## src/rtl/slope_adc_pkg.sv

```systemverilog
// Shared types and constants for the single-slope ADC sequencer.
package slope_adc_pkg;

    typedef enum logic [2:0] {
        IDLE,
        DISCHARGE,
        SETTLE,
        RAMP,
        HOLD
    } state_e;

    localparam int AVG_SHIFT     = 2;
    localparam int CNT_W_DEFAULT = 12;

endpackage

```

## src/rtl/slope_adc_sequencer_comp_sync.sv

```systemverilog
// Multi-flop synchroniser for the asynchronous comparator input; output resets to 0.
module comp_sync #(
    parameter int STAGES = 2
) (
    input  logic clk_i,
    input  logic rst_i,
    input  logic d_i,
    output logic q_o
);

    logic [STAGES-1:0] sync_q;

    always_ff @(posedge clk_i or posedge rst_i) begin
        if (rst_i) sync_q <= '0;
        else       sync_q <= {sync_q[STAGES-2:0], d_i};
    end

    assign q_o = sync_q[STAGES-1];

endmodule

```

## src/rtl/slope_adc_sequencer.sv

```systemverilog
// Single-slope ramp ADC sequencer: discharge, settle, count until comparator trip, hand off sample.
// Optional SLOPE_ADC_AVG_EN: each request averages 4 conversions.
module slope_adc_sequencer
    import slope_adc_pkg::*;
#(
    parameter int CNT_W       = CNT_W_DEFAULT,
    parameter int DISCH_CYC   = 64,
    parameter int SETTLE_CYC  = 4,
    parameter int SYNC_STAGES = 2
) (
    input  logic             hf_osc,
    input  logic             rst,
    input  logic             start_i,
    input  logic             free_run_i,
    input  logic             comp_i,
    output logic             ramp_dis_o,
    output logic             ramp_en_o,
    output logic             busy_o,
    output logic [CNT_W-1:0] sample_o,
    output logic             overflow_o,
    output logic             sample_valid_o,
    input  logic             sample_ready_i
);

    localparam int TMR_MAX = (DISCH_CYC > SETTLE_CYC) ? DISCH_CYC : SETTLE_CYC;
    localparam int TMR_W   = $clog2(TMR_MAX + 1);
    localparam logic [TMR_W-1:0] DISCH_LAST  = TMR_W'(DISCH_CYC - 1);
    localparam logic [TMR_W-1:0] SETTLE_LAST = TMR_W'(SETTLE_CYC - 1);
    localparam logic [CNT_W-1:0] CNT_MAX     = '1;

    state_e             state_q, state_d;
    logic [TMR_W-1:0]   tmr_q, tmr_d;
    logic [CNT_W-1:0]   cnt_q, cnt_d;
    logic [CNT_W-1:0]   sample_q, sample_d;
    logic               ovf_q, ovf_d;
    logic               busy_q;
    logic               comp_s;
    logic               done;
    logic [CNT_W-1:0]   res;
    logic               res_ovf;

    comp_sync #(.STAGES(SYNC_STAGES)) u_comp_sync (
        .clk_i (hf_osc),
        .rst_i (rst),
        .d_i   (comp_i),
        .q_o   (comp_s)
    );

`ifdef SLOPE_ADC_AVG_EN
    logic [1:0]       conv_q, conv_d;
    logic [CNT_W+1:0] acc_q, acc_d, acc_sum;
    logic             ovf_acc_q, ovf_acc_d;
`endif

    always_comb begin
        state_d    = state_q;
        tmr_d      = tmr_q;
        cnt_d      = cnt_q;
        sample_d   = sample_q;
        ovf_d      = ovf_q;
        ramp_dis_o = 1'b1;
        ramp_en_o  = 1'b0;
        done       = 1'b0;
        res        = '0;
        res_ovf    = 1'b0;
`ifdef SLOPE_ADC_AVG_EN
        conv_d     = conv_q;
        acc_d      = acc_q;
        ovf_acc_d  = ovf_acc_q;
        acc_sum    = '0;
`endif
        case (state_q)
            IDLE: begin
                tmr_d = '0;
                if (start_i || free_run_i) state_d = DISCHARGE;
            end
            DISCHARGE: begin
                if (tmr_q == DISCH_LAST) begin
                    tmr_d   = '0;
                    state_d = SETTLE;
                end else begin
                    tmr_d = tmr_q + 1'b1;
                end
            end
            SETTLE: begin
                ramp_dis_o = 1'b0;
                if (tmr_q == SETTLE_LAST) begin
                    tmr_d   = '0;
                    cnt_d   = '0;
                    state_d = RAMP;
                end else begin
                    tmr_d = tmr_q + 1'b1;
                end
            end
            RAMP: begin
                ramp_dis_o = 1'b0;
                ramp_en_o  = 1'b1;
                // Trip wins over saturation so a trip on the last count is not flagged.
                if (comp_s) begin
                    done = 1'b1;
                    res  = cnt_q;
                end else if (cnt_q == CNT_MAX) begin
                    done    = 1'b1;
                    res     = CNT_MAX;
                    res_ovf = 1'b1;
                end else begin
                    cnt_d = cnt_q + 1'b1;
                end
            end
            HOLD: begin
                if (sample_ready_i) state_d = free_run_i ? DISCHARGE : IDLE;
            end
            default: state_d = IDLE;
        endcase

`ifdef SLOPE_ADC_AVG_EN
        acc_sum = acc_q + (CNT_W+2)'(res);
        if (done) begin
            if (conv_q == 2'd3) begin
                sample_d  = acc_sum[AVG_SHIFT +: CNT_W];
                ovf_d     = ovf_acc_q | res_ovf;
                acc_d     = '0;
                conv_d    = '0;
                ovf_acc_d = 1'b0;
                state_d   = HOLD;
            end else begin
                acc_d     = acc_sum;
                conv_d    = conv_q + 1'b1;
                ovf_acc_d = ovf_acc_q | res_ovf;
                state_d   = DISCHARGE;
            end
        end
`else
        if (done) begin
            sample_d = res;
            ovf_d    = res_ovf;
            state_d  = HOLD;
        end
`endif
    end

    always_ff @(posedge hf_osc or posedge rst) begin
        if (rst) begin
            state_q  <= IDLE;
            tmr_q    <= '0;
            cnt_q    <= '0;
            sample_q <= '0;
            ovf_q    <= 1'b0;
            busy_q   <= 1'b0;
        end else begin
            state_q  <= state_d;
            tmr_q    <= tmr_d;
            cnt_q    <= cnt_d;
            sample_q <= sample_d;
            ovf_q    <= ovf_d;
            busy_q   <= (state_d != IDLE);
        end
    end

`ifdef SLOPE_ADC_AVG_EN
    always_ff @(posedge hf_osc or posedge rst) begin
        if (rst) begin
            conv_q    <= '0;
            acc_q     <= '0;
            ovf_acc_q <= 1'b0;
        end else begin
            conv_q    <= conv_d;
            acc_q     <= acc_d;
            ovf_acc_q <= ovf_acc_d;
        end
    end
`endif

    assign busy_o         = busy_q;
    assign sample_o       = sample_q;
    assign overflow_o     = ovf_q;
    assign sample_valid_o = (state_q == HOLD);

endmodule

```

## config.mk

```make
export PLATFORM = sky130hd
export DESIGN_NAME = slope_adc_sequencer
export DESIGN_NICKNAME = d
export VERILOG_FILES = /design/src/rtl/slope_adc_pkg.sv /design/src/rtl/slope_adc_sequencer_comp_sync.sv /design/src/rtl/slope_adc_sequencer.sv
export SDC_FILE = /design/constraint.sdc
export NUM_CORES = 1
export LEC_CHECK = 0
export CAP_MARGIN = 20
export CORE_ASPECT_RATIO = 2
export CORE_MARGIN = 4
export CORE_UTILIZATION = 50
export DETAILED_ROUTE_END_ITERATION = 10
export PLACE_DENSITY_LB_ADDON = 0.3
export SYNTH_ARGS = -nofsm -noshare
export SYNTH_HDL_FRONTEND = slang
export SYNTH_SLANG_ARGS = --single-unit
```

## constraint.sdc

```tcl
create_clock -name hf_osc -period 2.4 [get_ports hf_osc]
set_input_delay 0.36 -clock hf_osc [delete_from_list [all_inputs] [get_ports hf_osc]]
set_output_delay 0.36 -clock hf_osc [all_outputs]
set_load 0.05 [all_outputs]
```

==> reports/metrics.cfg, run 1 <==
[clock_tree]
clock_sinks = 38
cts_tree = built
ctsHoldBuffers = 0
cts_buffer_depth = 2
cts_buffers = 5
cts_resized = 0
cts-root-buf = clkbuf_8
clock_latency_ns = 0.29
post_cts_buffers = 0
cts_max_level = 2
clkTransAtPathRegs_ns = 0.08

[worst_setup_path]
cp_max_fo = 17
endpoint_kind = flop
setup.worst_path.class = flop to flop
rrSetupSlack_ns = 0.28
rr_worst_depth = 5
critPathLaunchType = flop
rr_endpoint = sample_o[1]
worstPathRequired_ns = 2.54
timing.rr.start = cnt_q[0]
crit_arrival_ns = 2.26

[pwr]
ir_drop_uv = 554
power_mw = 1.31
power_density_nw_per_um2 = 549
total_leakage_power_nw = 0.991

[sta]
setup_tns_ns = 0
hold_ws_ns = 0.350
rsz0062_at_grt = false
drv_slew = 0
worstMarginPinSlew_ns = 0.646
setup_viol = 0
hold_violations = 0
fmax_mhz = 471
slew_headroom_pct = 56.7
fin_worst_skew_ns = 0.0104
fin_crit_sh_pct = 88.5
finalCriticalPeriod_ns = 2.12

[global_route]
grt_pass1_wl_um = 8420
grt_usage_pct = 21.3
grt_pass1_vias = 1746
grt_start_max_net_pins = 39
antenna_found_initial = 0
overflow = 0

[detailed_routing]
vias = 1668
first_pass_iters = 4
routed_wl_um = 4830
dr_wl_met3_um = 118
wl_met1_um = 1660
wl_met2_um = 2870
ant_nets = 0
drc_errors = 0
top_layer_used = met4
detail_route.wl_per_cell_um = 18.0
drt_iter0_drc = 57
via_per_inst = 6.22

[logic_synthesis]
async_flop_share_pct = 100
synthMuxAreaShare_pct = 0
synth_compound_gate_area_share_pct = 20.2
syn-num-nets = 203
yosysMostFrequentCell = dfrtp_1
yosysWarnings = 0
synth_seq_cells = 38
synthAdderAreaFrac_pct = 1.22
yosysTopAreaCell = dfrtp_1
synth_area_leaders = dfrtp_1, o22a_1, a21oi_1
synthSimpleGateAreaFrac_pct = 23.9
postSynthAreaPerCell_sq_um = 10.5
synth_common_cells = dfrtp_1, a21oi_1, nand2_1
synth-seq-area-share_pct = 46.3
synth-edff-count = 0
synth_cells = 195
syn_area_sq_um = 2050
synth_cell_types = 55
synth.top_cell.area_share_pct = 46.3
synth_top_family_by_area = simple AND/OR/NAND/NOR gates
synth_ff_type = dfrtp_1
synth_xor_area_share_pct = 1.71

[die]
core_area_sq_um = 3920
start_util_pct = 52.4
die_w_um = 53.3
die_h_um = 98.7
dieArea_sq_um = 5260
ios = 23
fp-row-count = 32

[hold_path]
worst_hold_path.endpoint = u_comp_sync.sync_q[1]
hp-class = flop to flop
hold_depth = 0
worstHoldStart = u_comp_sync.sync_q[0]

[placement]
hpwl_um = 3640
place.gp.congestion = 0.783
portBuffers = 22

[status]
status = completed

[final_layout]
final-seq-area_sq_um = 951
n_antenna_cell = 0
nFillCells = 355
multiInputGateArea_sq_um = 966
utilization_pct = 60.9
syn2layout_area_growth_pct = 16.4
layout-drive-gt1-share_pct = 12.4
nets = 224

[job]
cap_violations = 0

layout by cell type, fill, tap and decap left out, types with 2 or more instances in the layout:
cell             synthesis  routed
dfrtp_1                 38      38
clkdlybuf4s50_1          0      19
a21oi_1                 17      17
nand2_1                 13      13
o22a_1                  11      11
o31ai_1                  9       9
inv_1                    8       8
or4_1                    8       8
nand4_1                  7       7
nor3_1                   7       7
buf_4                    1       7
nor2_1                   6       6
o21ai_0                  5       5
clkbuf_8                 4       5
nand3_1                  4       4
nand2b_1                 3       3
xor2_1                   3       3
nor4_4                   2       2
or3_1                    2       2
nor2b_1                  2       2
a21o_1                   2       2
a31oi_1                  2       2
a41oi_1                  2       2
o22ai_1                  2       2
and3_1                   2       2
and4_1                   2       2
ha_1                     2       2
bufinv_16                0       2
worst max-delay path by stage:
stage	start	endpoint	slack [ns]	cells past startpoint
after floorplan	state_q[0]	sample_valid_o	0.23	3
after global placement	cnt_q[0]	sample_o[10]	0.48	5
after detailed placement	cnt_q[0]	sample_o[1]	0.34	5
after CTS	cnt_q[0]	sample_o[1]	0.27	5
after global routing	cnt_q[0]	sample_o[1]	0.14	5
final	cnt_q[0]	sample_o[1]	0.28	5
stage by stage:
stage | cell area [sq um] | instances | setup slack (ns)
2_1_floorplan | 2050 | 195 | 0.230
3_3_place_gp | 2250 | 260 | 0.479
3_5_place_dp | 2250 | 260 | 0.341
4_1_cts | 2390 | 268 | 0.273
5_1_grt | 2390 | 268 | 0.138
6_report | 2390 | 268 | 0.277
flip-flops by register name, indices dropped and copies added (netlist names):
register and flops:
busy_o 1, cnt_q 12, overflow_o 1, sample_o 12, state_q 3, tmr_q 7
u_comp_sync.sync_q 2
critical path, stage by stage, from the launching register on:
cell	delay, ns
dfrtp_1	0.43
ha_1	0.25
nand4_1	0.30
nor4_4	0.27
or2_1	0.54
a31oi_1	0.18
final cells by class:
| cell class | instances | area share [%] |
|---|---|---|
| well taps | 51 | 2.67 |
| repair buffers | 26 | 10.2 |
| inverters | 8 | 1.26 |
| clock inverters | 3 | 2.88 |
| clock buffers | 5 | 2.88 |
| multi-input cells | 137 | 40.4 |
| flip-flops and latches | 38 | 39.8 |
kinds of logic after synthesis:
kind of cell,count (synthesis)
AOI/OAI and AO/OA,58
xor gates and xnor gates,4
adders and majority gates,2
buffers and inverters,20
DFF,38
and+or+nand+nor,73
metal layers:
metal | GRT usage (%) | up-vias
met5 | 0 | -
met4 | 11.6 | 0
met3 | 3.93 | 16
met2 | 36.1 | 41
met1 | 23.8 | 823
li1 | - | 788
where the power goes:
part / internal, mW / leakage (nW) / switching [mW]
logic: 0.00939 / 0.421 / 0.0151
registers: 0.642 / 0.502 / 0.000905
clock network: 0.416 / 0.0683 / 0.229
total: 1.07 / 0.991 / 0.245
No activity file was read; power rests on OpenSTA's default activity.
==> run 2: changes to the inputs <==
--- a/config.mk
+++ b/config.mk
@@ -8,9 +8,10 @@
 export CAP_MARGIN = 20
 export CORE_ASPECT_RATIO = 2
 export CORE_MARGIN = 4
-export CORE_UTILIZATION = 50
+export CORE_UTILIZATION = 56
 export DETAILED_ROUTE_END_ITERATION = 10
 export PLACE_DENSITY_LB_ADDON = 0.3
+export SETUP_SLACK_MARGIN = 0.1
 export SYNTH_ARGS = -nofsm -noshare
 export SYNTH_HDL_FRONTEND = slang
 export SYNTH_SLANG_ARGS = --single-unit
==> run 2 against run 1 <==
Effect of this change:
- maximum frequency up 1.5%
- sequential share of layout area grew 0.72 points
- sequential power about the same
- critical path depth unchanged
- non-clock buffer count increased by 1
- largest cell class unchanged
- highest routed layer unchanged
==> reports/metrics.cfg, run 2 (same netlist as run 1, synthesis figures left out) <==
[status]
status = completed  ; unchanged

[worst_setup_path]
rr_worst_depth = 5  ; unchanged
rr_endpoint = sample_o[2]  ; was sample_o[1]
crit_chain = ha_1 > nand4_1 > nor4_4 > or2_1 > o22a_1  ; was ha_1 > nand4_1 > nor4_4 > or2_1 > a31oi_1
cp_max_fo = 17  ; unchanged
rrSetupSlack_ns = 0.31  ; was 0.28 ns
slowest_delay_ns = 0.56  ; was 0.54 ns
crit_path_top_delay_cell = or2_1  ; unchanged
crit_arrival_ns = 2.32  ; was 2.26 ns
crit_end = sample_o[2]  ; was sample_o[1]
cp-startpoint = cnt_q[0]  ; unchanged
endpoint_kind = flop  ; unchanged
setup.worst_path.class = flop to flop  ; unchanged
critPathLaunchType = flop  ; unchanged
timing.rr.start = cnt_q[0]  ; unchanged
worstPathRequired_ns = 2.63  ; was 2.54 ns

[detailed_routing]
routed_wl_um = 4500  ; was 4830 um
drt_iter0_drc = 50  ; was 57
detail_route.wl_per_cell_um = 16.9  ; was 18.0 um
ant_nets = 0  ; unchanged
vias = 1621  ; was 1,668
via_per_inst = 6.09  ; was 6.22
drc_errors = 0  ; unchanged
first_pass_iters = 4  ; unchanged

[clock_tree]
cts_max_level = 2  ; unchanged
cts_buffer_depth = 2  ; unchanged
cts_buffers = 5  ; unchanged
clkTransAtPathRegs_ns = 0.07  ; was 0.08 ns
post_cts_buffers = 0  ; unchanged
clock_sinks = 38  ; unchanged
cts_resized = 0  ; unchanged
cts_tree = built  ; unchanged
clock_latency_ns = 0.29  ; about the same
cts-root-buf = clkbuf_8  ; unchanged
ctsHoldBuffers = 0  ; unchanged

[sta]
finalCriticalPeriod_ns = 2.09  ; was 2.12 ns
setup_viol = 0  ; unchanged
fin_crit_sh_pct = 87.1  ; was 88.5%
setup_tns_ns = 0  ; unchanged
worstMarginPinSlew_ns = 0.620  ; was 0.646 ns
slew_headroom_pct = 58.7  ; was 56.7%
hold_ws_ns = 0.381  ; was 0.350 ns
hold_violations = 0  ; unchanged
fmax_mhz = 478  ; was 471 MHz
fin_worst_skew_ns = 0.00647  ; was 0.0104 ns
rsz0062_at_grt = false  ; unchanged
drv_slew = 0  ; unchanged

[placement]
hpwl_um = 3360  ; was 3640 um
place.gp.congestion = 0.842  ; was 0.783
portBuffers = 22  ; unchanged

[global_route]
antenna_found_initial = 0  ; unchanged
grt_pass1_vias = 1672  ; was 1,746
overflow = 0  ; unchanged
grt_usage_pct = 21.7  ; was 21.3%
grt_pass1_wl_um = 7660  ; was 8420 um
grt_start_max_net_pins = 39  ; unchanged

[pwr]
p_sw_mw = 0.231  ; was 0.245 mW
p_int_mw = 0.883  ; was 1.07 mW
power.clock.fraction_pct = 40.1  ; was 49.2%
seq_power_share_pct = 57.7  ; was 49.0%
total_leakage_power_nw = 0.976  ; was 0.991 nW
ir_drop_uv = 565  ; was 554 uV
pwr-share-comb_pct = 2.2  ; was 1.9%
switching_share_pct = 20.7  ; was 18.7%
power_density_nw_per_um2 = 474  ; was 549 nW/um^2

[final_layout]
layout_common_cells = dfrtp_1, clkdlybuf4s50_1, a21oi_1, nand2_1, o22a_1  ; unchanged
syn2layout_area_growth_pct = 14.3  ; was 16.4%
layout-drive-gt1-share_pct = 12.4  ; about the same
nets = 225  ; was 224
n_antenna_cell = 0  ; unchanged
mostFrequentLayoutCell = dfrtp_1  ; unchanged

[die]
start_util_pct = 59.5  ; was 52.4%
die_w_um = 50.8  ; was 53.3 um
fp-row-count = 30  ; was 32
die_h_um = 93.7  ; was 98.7 um
core_area_sq_um = 3450  ; was 3920 sq um
ios = 23  ; unchanged
dieArea_sq_um = 4760  ; was 5260 sq um

[job]
cap_violations = 0  ; unchanged

[hold_path]
hp-class = flop to flop  ; unchanged

-- run 2: cell types whose count changed in the layout (fill, tap and decap cells not counted) --
cell	delta
buf_4	+1
clkbuf_1	+1
clkinv_2	+1
clkbuf_8	+1
bufinv_16	-2
clkinv_4	-1
-- run 2: final cells by class --
type | count | area (sq um)
fill | 272 | 1100
multi-input combinational | 137 | 966
sequential | 38 | 951
timing repair buffer | 27 | 250
clock buffer | 7 | 86.3
tap | 48 | 60.1
inverter | 8 | 30.0
clock inverter | 1 | 5.00
-- run 2: power groups by stage --
stage                     sequential, mW  clock, mW  combinational, mW
after floorplan                    0.655          0             0.0115
after global placement             0.655          0             0.0242
after detailed placement           0.655          0             0.0252
after CTS                          0.643      0.454             0.0253
after global routing               0.643      0.482             0.0278
final                              0.643      0.447             0.0244
-- run 2: layer usage --
metal	share of wire, %	track usage, %	up-vias
met5	0	0	-
met4	2.8	10.8	0
li1	-	-	782
met2	59	41.3	28
met3	2.3	4.45	9
met1	36	21.1	802
-- run 2: how the worst min path moves through the flow --
stage	slack [ns]	start	cells after the start	end
after floorplan	0.33	u_comp_sync.sync_q[0]	0	u_comp_sync.sync_q[1]
after global placement	0.34	u_comp_sync.sync_q[0]	0	u_comp_sync.sync_q[1]
after detailed placement	0.37	u_comp_sync.sync_q[0]	0	u_comp_sync.sync_q[1]
after CTS	0.39	u_comp_sync.sync_q[0]	0	u_comp_sync.sync_q[1]
after global routing	0.40	u_comp_sync.sync_q[0]	0	u_comp_sync.sync_q[1]
final	0.38	u_comp_sync.sync_q[0]	0	u_comp_sync.sync_q[1]
-- run 2: worst max-delay path: cells and delay by family (launching register included) --
kind | cells | cell delay, ns
AND/OR/NAND/NOR | 3 | 1.11
adder cells (fa/ha/maj) | 1 | 0.25
flip-flops | 1 | 0.43
AO/OA/AOI/OAI | 1 | 0.25
-- run 2: per-stage QoR --
stage | worst slack [ns] | instance area (sq um) | utilization (%) | total power, mW | instances
after floorplan | 0.230 | 2050 | - | 0.666 | 195
after global placement | 0.446 | 2260 | 65.4 | 0.679 | 258
after detailed placement | 0.314 | 2260 | 65.4 | 0.680 | 258
after CTS | 0.297 | 2350 | 68.0 | 1.12 | 266
after global routing | 0.121 | 2350 | 68.0 | 1.15 | 266
final | 0.309 | 2350 | 68.0 | 1.11 | 266
